$ cat config.mk
export PLATFORM = sky130hd
export DESIGN_NAME = hamming_secded_codec
export DESIGN_NICKNAME = d
export VERILOG_FILES = /design/src/rtl/hamming_secded_codec.sv
export SDC_FILE = /design/constraint.sdc
export NUM_CORES = 1
export LEC_CHECK = 0
export CORE_MARGIN = 10
export CORE_UTILIZATION = 45
export DETAILED_ROUTE_END_ITERATION = 10
export PLACE_DENSITY = 0.75
export SETUP_SLACK_MARGIN = 0.2
export SLEW_MARGIN = 0
export SYNTH_ARGS = -nofsm -noshare
export SYNTH_HDL_FRONTEND = slang
export SYNTH_SLANG_ARGS = --single-unit
$ cat constraint.sdc
create_clock -name clk -period 2.6 [get_ports clk]
set_clock_uncertainty 0.1 [all_clocks]
set_input_delay 0.26 -clock clk [delete_from_list [all_inputs] [get_ports clk]]
set_output_delay 0.26 -clock clk [all_outputs]
set_load 0.02 [all_outputs]
$ cat src/rtl/hamming_secded_codec.sv
// Parametrised Hamming SECDED encoder/decoder behind a two-stage valid/ready
// pipeline. Stage 1 captures the input beat and its mode. Stage 2 holds the
// encoded codeword or the decoded result. Two saturating counters track how
// many decode beats carried single or double errors.
module hamming_secded_codec #(
  parameter  int DATA_W = 4,
  parameter  int CNT_W  = 16,
  localparam int R      = (DATA_W <= 4) ? 3 : (DATA_W <= 8) ? 4 : (DATA_W <= 16) ? 5 : 6,
  localparam int CODE_W = DATA_W + R + 1
) (
  input  logic              clk,
  input  logic              rst,
  input  logic              EN,
  input  logic              mode,
  input  logic              in_valid,
  output logic              in_ready,
  input  logic [CODE_W-1:0] in_data,
  output logic              out_valid,
  input  logic              out_ready,
  output logic [CODE_W-1:0] out_data,
  output logic [R-1:0]      out_syndrome,
  output logic              out_err_single,
  output logic              out_err_double,
  input  logic              clr_cnt,
  output logic [CNT_W-1:0]  cnt_single,
  output logic [CNT_W-1:0]  cnt_double
);

  // Highest Hamming position; the overall parity bit sits one above it.
  localparam int               LAST_POS = CODE_W - 1;
  localparam logic [CNT_W-1:0] CNT_MAX  = {CNT_W{1'b1}};

  // Data bits go to the non-power-of-two positions, LSB first. Each parity bit
  // p(2^k) covers every position with bit k set. The top bit holds the overall
  // parity of everything below it.
  function automatic logic [CODE_W-1:0] secded_encode(input logic [DATA_W-1:0] d);
    logic [CODE_W-1:0] cw;
    int j;
    cw = {CODE_W{1'b0}};
    j  = 0;
    for (int pos = 1; pos < CODE_W; pos++) begin
      if ((pos & (pos - 1)) != 0) begin
        cw[pos-1] = d[j];
        j++;
      end
    end
    // Parity positions hold 0 at this point, and no parity position lies in
    // another parity bit's coverage, so each parity bit can be computed directly.
    for (int k = 0; k < R; k++) begin
      for (int pos = 1; pos < CODE_W; pos++) begin
        if (((pos >> k) & 1) != 0) begin
          cw[(1 << k) - 1] = cw[(1 << k) - 1] ^ cw[pos-1];
        end
      end
    end
    cw[CODE_W-1] = ^cw[CODE_W-2:0];
    return cw;
  endfunction

  // Syndrome: XOR of the position indices of all set bits below the overall parity.
  function automatic logic [R-1:0] secded_syndrome(input logic [CODE_W-1:0] cw);
    logic [R-1:0] s;
    s = {R{1'b0}};
    for (int pos = 1; pos < CODE_W; pos++) begin
      if (cw[pos-1]) begin
        s = s ^ R'(pos);
      end
    end
    return s;
  endfunction

  // Invert the bit at Hamming position s. A position of 0 leaves the word unchanged.
  function automatic logic [CODE_W-1:0] secded_flip(input logic [CODE_W-1:0] cw,
                                                    input logic [R-1:0]      s);
    logic [CODE_W-1:0] r;
    r = cw;
    for (int pos = 1; pos < CODE_W; pos++) begin
      if (int'(s) == pos) begin
        r[pos-1] = ~r[pos-1];
      end
    end
    return r;
  endfunction

  // Read the data bits back out of the non-power-of-two positions.
  function automatic logic [DATA_W-1:0] secded_extract(input logic [CODE_W-1:0] cw);
    logic [DATA_W-1:0] d;
    int j;
    d = {DATA_W{1'b0}};
    j = 0;
    for (int pos = 1; pos < CODE_W; pos++) begin
      if ((pos & (pos - 1)) != 0) begin
        d[j] = cw[pos-1];
        j++;
      end
    end
    return d;
  endfunction

  logic              s1_valid_q, s1_valid_d;
  logic              s1_mode_q, s1_mode_d;
  logic [CODE_W-1:0] s1_data_q, s1_data_d;
  logic              out_valid_q, out_valid_d;
  logic [CODE_W-1:0] out_data_q, out_data_d;
  logic [R-1:0]      out_syn_q, out_syn_d;
  logic              out_single_q, out_single_d;
  logic              out_double_q, out_double_d;
  logic [CNT_W-1:0]  cnt_single_q, cnt_single_d;
  logic [CNT_W-1:0]  cnt_double_q, cnt_double_d;

  logic              advance_s;
  logic [R-1:0]      dec_syn_s;
  logic              dec_ov_s;
  logic [CODE_W-1:0] dec_fixed_s;
  logic [CODE_W-1:0] res_data_s;
  logic [R-1:0]      res_syn_s;
  logic              res_single_s;
  logic              res_double_s;

  // The whole pipeline moves together. It stalls only when the held output has not been taken.
  assign advance_s = EN & (~out_valid_q | out_ready);
  assign in_ready  = advance_s & ~rst;

  assign out_valid      = out_valid_q;
  assign out_data       = out_data_q;
  assign out_syndrome   = out_syn_q;
  assign out_err_single = out_single_q;
  assign out_err_double = out_double_q;
  assign cnt_single     = cnt_single_q;
  assign cnt_double     = cnt_double_q;

  // Compute the encode or decode result for the beat currently in stage 1.
  always_comb begin
    dec_syn_s    = secded_syndrome(s1_data_q);
    dec_ov_s     = ^s1_data_q;
    dec_fixed_s  = s1_data_q;
    res_data_s   = {CODE_W{1'b0}};
    res_syn_s    = {R{1'b0}};
    res_single_s = 1'b0;
    res_double_s = 1'b0;
    if (s1_mode_q) begin
      if (dec_ov_s) begin
        // Odd overall parity: a single flip, unless the syndrome points past the word.
        if (int'(dec_syn_s) <= LAST_POS) begin
          res_single_s = 1'b1;
          dec_fixed_s  = secded_flip(s1_data_q, dec_syn_s);
        end else begin
          res_double_s = 1'b1;
        end
      end else begin
        if (dec_syn_s != {R{1'b0}}) begin
          res_double_s = 1'b1;
        end else begin
          res_double_s = 1'b0;
        end
      end
      res_data_s = {{(CODE_W-DATA_W){1'b0}}, secded_extract(dec_fixed_s)};
      res_syn_s  = dec_syn_s;
    end else begin
      res_data_s = secded_encode(s1_data_q[DATA_W-1:0]);
    end
  end

  // Next state of both pipeline stages: shift on advance, otherwise hold.
  always_comb begin
    s1_valid_d   = s1_valid_q;
    s1_mode_d    = s1_mode_q;
    s1_data_d    = s1_data_q;
    out_valid_d  = out_valid_q;
    out_data_d   = out_data_q;
    out_syn_d    = out_syn_q;
    out_single_d = out_single_q;
    out_double_d = out_double_q;
    if (advance_s) begin
      s1_valid_d  = in_valid;
      s1_mode_d   = mode;
      s1_data_d   = in_data;
      out_valid_d = s1_valid_q;
      if (s1_valid_q) begin
        out_data_d   = res_data_s;
        out_syn_d    = res_syn_s;
        out_single_d = res_single_s;
        out_double_d = res_double_s;
      end else begin
        out_data_d   = out_data_q;
        out_syn_d    = out_syn_q;
        out_single_d = out_single_q;
        out_double_d = out_double_q;
      end
    end else begin
      s1_valid_d  = s1_valid_q;
      out_valid_d = out_valid_q;
    end
  end

  // Error counters: clear wins over an increment, and an increment stops at all-ones.
  always_comb begin
    cnt_single_d = cnt_single_q;
    cnt_double_d = cnt_double_q;
    if (EN && clr_cnt) begin
      cnt_single_d = {CNT_W{1'b0}};
      cnt_double_d = {CNT_W{1'b0}};
    end else begin
      if (advance_s && s1_valid_q && res_single_s && (cnt_single_q != CNT_MAX)) begin
        cnt_single_d = cnt_single_q + {{(CNT_W-1){1'b0}}, 1'b1};
      end else begin
        cnt_single_d = cnt_single_q;
      end
      if (advance_s && s1_valid_q && res_double_s && (cnt_double_q != CNT_MAX)) begin
        cnt_double_d = cnt_double_q + {{(CNT_W-1){1'b0}}, 1'b1};
      end else begin
        cnt_double_d = cnt_double_q;
      end
    end
  end

  // State registers. Synchronous reset discards any beats still in flight.
  always_ff @(posedge clk) begin
    if (rst) begin
      s1_valid_q   <= 1'b0;
      s1_mode_q    <= 1'b0;
      s1_data_q    <= {CODE_W{1'b0}};
      out_valid_q  <= 1'b0;
      out_data_q   <= {CODE_W{1'b0}};
      out_syn_q    <= {R{1'b0}};
      out_single_q <= 1'b0;
      out_double_q <= 1'b0;
      cnt_single_q <= {CNT_W{1'b0}};
      cnt_double_q <= {CNT_W{1'b0}};
    end else begin
      s1_valid_q   <= s1_valid_d;
      s1_mode_q    <= s1_mode_d;
      s1_data_q    <= s1_data_d;
      out_valid_q  <= out_valid_d;
      out_data_q   <= out_data_d;
      out_syn_q    <= out_syn_d;
      out_single_q <= out_single_d;
      out_double_q <= out_double_d;
      cnt_single_q <= cnt_single_d;
      cnt_double_q <= cnt_double_d;
    end
  end

endmodule

# --- After elaboration in Yosys (flattened, before gate mapping) ---
# Index checks and enable logic that the tools add are counted.
totals:
  input_bits: 15
  n_memories: 0
  wordCells: 137
  latchBits: 0
  rom_bits: 0
  mem_bits_rw: 0
  out_inout_bits: 47
  reg_bits: 56
op_classes:
  bitwise_logic: 26
  mul: 0
  div: 0
  n_mux: 63
  n_reduce_logical: 14
  n_addsub: 6
  n_eq_ne: 9
  shifts: 0
  n_lt_le_gt_ge: 9
op_table:
  columns: ["cell", "count"]
  rows:
  - ["less-than comparator 32 x 4 -> 1 bit (second input constant)", 6]
  - ["2-to-1 mux 32 bit", 6]
  - ["adder 32 x 2 -> 32 bit (second input constant)", 4]
  - ["greater-or-equal comparator 32 x 1 -> 1 bit (second input constant)", 3]
  - ["2-to-1 mux 1 bit", 36]
  - ["adder 16 x 1 -> 16 bit (second input constant)", 2]
  - ["!= test 16 bit (second input constant)", 2]
  - ["2-to-1 mux 3 bit", 5]
  - ["2-to-1 mux 7 bit", 2]
  - ["bitwise mux 4 bit", 3]
  - ["== test 3 bit (second input constant)", 4]
  - ["logical AND 1 bit", 9]
  - ["NOT 1 bit", 9]
  - ["2-to-1 mux 4 bit", 2]
  - ["2-to-1 mux 8 bit", 1]
  - ["XOR reduction 8 bit", 1]
  - ["bitwise XOR 1 bit", 8]
  - ["XOR reduction 7 bit", 1]
  - ["binary-select mux 1 bit (select 2 bit)", 3]
  - ["demux 1 bit (select 2 bit)", 3]
  - ["== test 3 x 2 -> 1 bit (second input constant)", 2]
  - ["NOT 2 bit", 3]
  - ["2-to-1 mux 2 bit", 2]
  - ["== test 3 x 1 -> 1 bit (second input constant)", 1]
  - ["7 further kinds", 9]

# --- Depth between registers and ports, before layout ---
logic_depth:
  ltp_word: 22
  depth_mapped: 9
  mapped_depth_nobuf: 7

# --- Worst setup path before layout ---
# OpenSTA, ideal clock, no wires.
synth_path:
  path_kind: "register -> register"
  start: "reg s1_data_q[3]"
  end: "reg cnt_double_q[6] (netlist: cnt_double[6])"
  path_stages_with_launch: 9
  period_less_slack_ns: 2.537
  setup_ns: 0.070
  slack_ns: 0.063
  required_ns: 2.430
  path_buffers: 2
  arrival_time_ns: 2.367
  cell_sequence: "dfxtp_1 buf_2 xor2_1 xnor2_1 or4_1 buf_2 a21o_1 or4_1 a21oi_1"
synth_via:
  elab_chain_len: 13
  word_cells_on_any_way: 14
  classes_between: "mux (7); bitwise (3); reduce/logical (4)"
synth_rtl:
  columns: ["item", "line_no", "text"]
  rows:
  - ["start: declaration", "102", "logic [CODE_W-1:0] s1_data_q, s1_data_d;"]
  - ["start signal: assignment", "222", "s1_data_q <= {CODE_W{1'b0}};"]
  - ["start signal: assignment", "233", "s1_data_q <= s1_data_d;"]
  - ["2-to-1 mux 3 bit", "65", "if (cw[pos-1]) begin"]
  - ["NOT 2 bit (no source line)", null, null]
  - ["2-to-1 mux 3 bit", "65", null]
  - ["NOT 2 bit (no source line)", null, null]
  - ["2-to-1 mux 3 bit", "65", null]
  - ["NOT 3 bit (no source line)", null, null]
  - ["2-to-1 mux 3 bit", "65", null]
  - ["nonzero test 3 bit", "151", "if (dec_syn_s != {R{1'b0}}) begin"]
  - ["2-to-1 mux 1 bit", "151", null]
  - ["2-to-1 mux 1 bit *", "142", "if (dec_ov_s) begin"]
  - ["2-to-1 mux 1 bit *", "141", "if (s1_mode_q) begin"]
  - ["logical AND 1 bit * (2 in series)", "209", "if (advance_s && s1_valid_q && res_double_s && (cnt_double_q != CNT_MAX)) begin"]
  - ["end signal: assignment", "229", "cnt_double_q <= {CNT_W{1'b0}};"]
  - ["end signal: assignment", "240", "cnt_double_q <= cnt_double_d;"]
  - ["end: declaration", "109", "logic [CNT_W-1:0] cnt_double_q, cnt_double_d;"]
# Mark *: on every way between the ends. The rest lies on a longest branch, timed or not.
# A chain may end at the register's enable or synchronous reset.

# --- Worst setup path after layout ---
layout_path:
  start: "reg s1_data_q[3]"
  end: "reg cnt_double_q[13] (netlist: cnt_double[13])"
# Same word-level chain as after synthesis.

==> reports/metrics.cfg <==
[status]
status = complete, no violations

[yosys]
ys.flop_type = dfxtp_1
ys_async_sr_fraction = 0
syn_area_per_cell_sq_um = 8.36
syn-num-nets = 348
synthCells = 331
synth_edf_count = 0
yosysUniqueCellTypes = 42
synth_warnings = 0
syn_area_sq_um = 2770
yosysSeqAreaShare = 0.405
synth_seq_cells = 56

[global_route]
grt_pass1_vias = 2539
grt_usage = 0.144
grt_max_degree = 22
grt_overflow = 0
antenna_found_initial = 0
grt_pass1_wl_microns = 12000

[floorplanning]
ios = 62
die_area_sq_um = 9680
fp-row-count = 28
core_sq_um = 5960
initial_core_util = 0.464
fp.dieH_microns = 98.4
die_w_microns = 98.4

[timing]
hold_viol = 0
rsz0062_at_grt = yes
min_period_over_period = 0.914
drv_slew = 0
relSlewSlack = 0.600
min_period_ns = 2.38
worst_pin_slew_ns = 0.595
setup_violations = 0
fin_setup_tns_ns = 0
finalWorstSetupSlack_ns = 0.224
fmax_mhz = 421

[hold_path]
hold_start = out_data[2]
min_path_cells = 2
min_path_type = flip-flop to flip-flop
min_to = out_data[2]

[worst_setup_path]
rrSetupSlack_ns = 0.22
critical_path_class = flip-flop to flip-flop
r2r_cells = 9
cp-start-kind = flip-flop
cp-end-kind = flip-flop
worstReg2RegStart = s1_data_q[3]
cp_max_fo = 12
rr_endpoint = cnt_double[13]
required_ns = 2.71
worst_ep_arrival_time_ns = 2.49

[finish]
n_antenna_cell = 0
stdcell_count = 480
fill_cells = 538
fin_area_sq_um = 3870
fin_nets = 422
drive_gt1_frac = 0.146
area_delta_synth_final_pct = 39.9

[placement]
dpl_cell_area_sq_um = 3680
dp_hpwl_microns = 5530
gp_congestion = 0.805
port_buffers = 61
place_ws_ns = -0.00358
dp_cells = 469

[flow_run]
drv_cap = 0

[clock_tree]
cts_buffer_depth = 2
cts_tree = yes
root_buffer = clkbuf_8
clock_sinks = 56
cts_made_buffers = 5
cts.clk_slew.worst_paths_ns = 0.10
insertion_delay_ns = 0.31
h-tree-depth = 2
cts_hold_buf = 0

[pwr]
vdd_drop_max_mv = 0.292
p_leak_uw = 0.00138
powerDensity_nw_per_um2 = 465
power.total_uw = 1800

[drt]
via_per_inst = 5.46
first_iter_violations = 76
drt-total-wl_microns = 7300
detail_route.drc_violations = 0
vias = 2620
drt_first_pass_iters = 4
detail-route-antenna-nets = 0
route.detailed.wl_per_inst_microns = 15.2

==> logic make-up (layout without fill, tap and decap cells) <==
family,after synthesis,in the layout,share of synthesized area
compound gates,64,64,0.152
buf+inv,25,99,0.0357
simple gates,138,138,0.243
fa+ha+maj,2,2,0.00904
flops,56,56,0.405
mux,13,13,0.0470
xor+xnor,33,33,0.107
==> metrics by stage <==
step                      utilization  hold slack, ns
final                           0.650           0.363
after detailed placement        0.617           0.352
after floorplan                     -           0.303
after global placement          0.617           0.348
after global routing            0.650           0.388
after CTS                       0.640           0.367
==> worst max-delay path, cell delays in order, from the launching register on <==
cell and delay [ns]:
dfxtp_2 0.33, buf_4 0.15, xnor2_4 0.13, and3_1 0.19, or4_4 0.59, buf_4 0.17
a21oi_1 0.12, buf_4 0.20, a31oi_1 0.09, a41o_1 0.21
==> layer usage <==
layer	share of wire	global-route usage	up-vias	wire length [microns]
met4	0.0070	0.0298	0	51
met3	0.056	0.0458	4	409
met2	0.51	0.262	54	3710
met5	0	0	-	0
met1	0.43	0.159	1249	3130
li1	-	-	1313	-
==> worst max-delay path by stage <==
stage	cells past startpoint	to	from	slack, ns
2_1_floorplan	8	cnt_double[6]	s1_data_q[3]	0.22
5_1_grt	9	cnt_double[5]	s1_data_q[3]	0.17
4_1_cts	7	cnt_double[9]	s1_data_q[3]	0.22
3_5_place_dp	6	cnt_double[6]	s1_data_q[5]	-0.004
3_3_place_gp	6	cnt_double[6]	s1_data_q[5]	0.05
6_report	9	cnt_double[13]	s1_data_q[3]	0.22
==> sequential cells by signal, indices dropped and copies added (netlist names) <==
register / count
cnt_double: 16
cnt_single: 16
out_data: 8
out_err_double: 1
out_err_single: 1
out_syndrome: 3
out_valid: 1
s1_data_q: 8
s1_mode_q: 1
s1_valid_q: 1
==> power breakdown <==
group          switching [uW]  internal [uW]
combinational             187            162
sequential               23.4            871
clock                     273            283
total                     484           1320
==> layout by cell type (no fill, tap or decap), types with 5 or more instances in the layout <==
master           count
a21oi_1             25
and3_1              12
buf_4               24
clkbuf_8             5
clkdlybuf4s50_1     61
dfxtp_1             49
inv_1                7
mux2i_1             13
nand2_1             28
nand3_1             11
nand4_1              5
nor2_1              45
nor3_1              10
o21ai_0              8
or3_1                7
xnor2_1             18
xnor2_4              5
xor2_1               7
==> timing repair <==
item	4_1_cts	5_1_grt
buffers inserted	2	2
pin swaps	1	2
endpoints found under the setup margin	11	7
gates resized for setup	3	10
==> cells in the mapped netlist (5+ instances only) <==
master    count  area, sq um
a21oi_1      26          130
and3_1       12         75.1
clkbuf_1     14         52.6
dfxtp_1      56         1120
inv_1         7         26.3
mux2i_1      13          130
nand2_1      28          105
nand3_1      11         55.1
nand4_1       5         31.3
nor2_1       45          169
nor3_1       10         50.1
o21ai_0       8         40.0
or3_1         7         43.8
xnor2_1      24          210
xor2_1        8         70.1
==> layout make-up <==
cell class                 count  area (sq um)  area share
sequential                    56          1140       0.294
clock buffer                   6          72.6      0.0187
multi-input combinational    250          1720       0.444
tap                           75          93.8      0.0242
timing repair buffer          85           791       0.204
inverter                       7          26.3     0.00679
clock inverter                 1          30.0     0.00776
No activity file was read; power rests on OpenSTA's default activity.
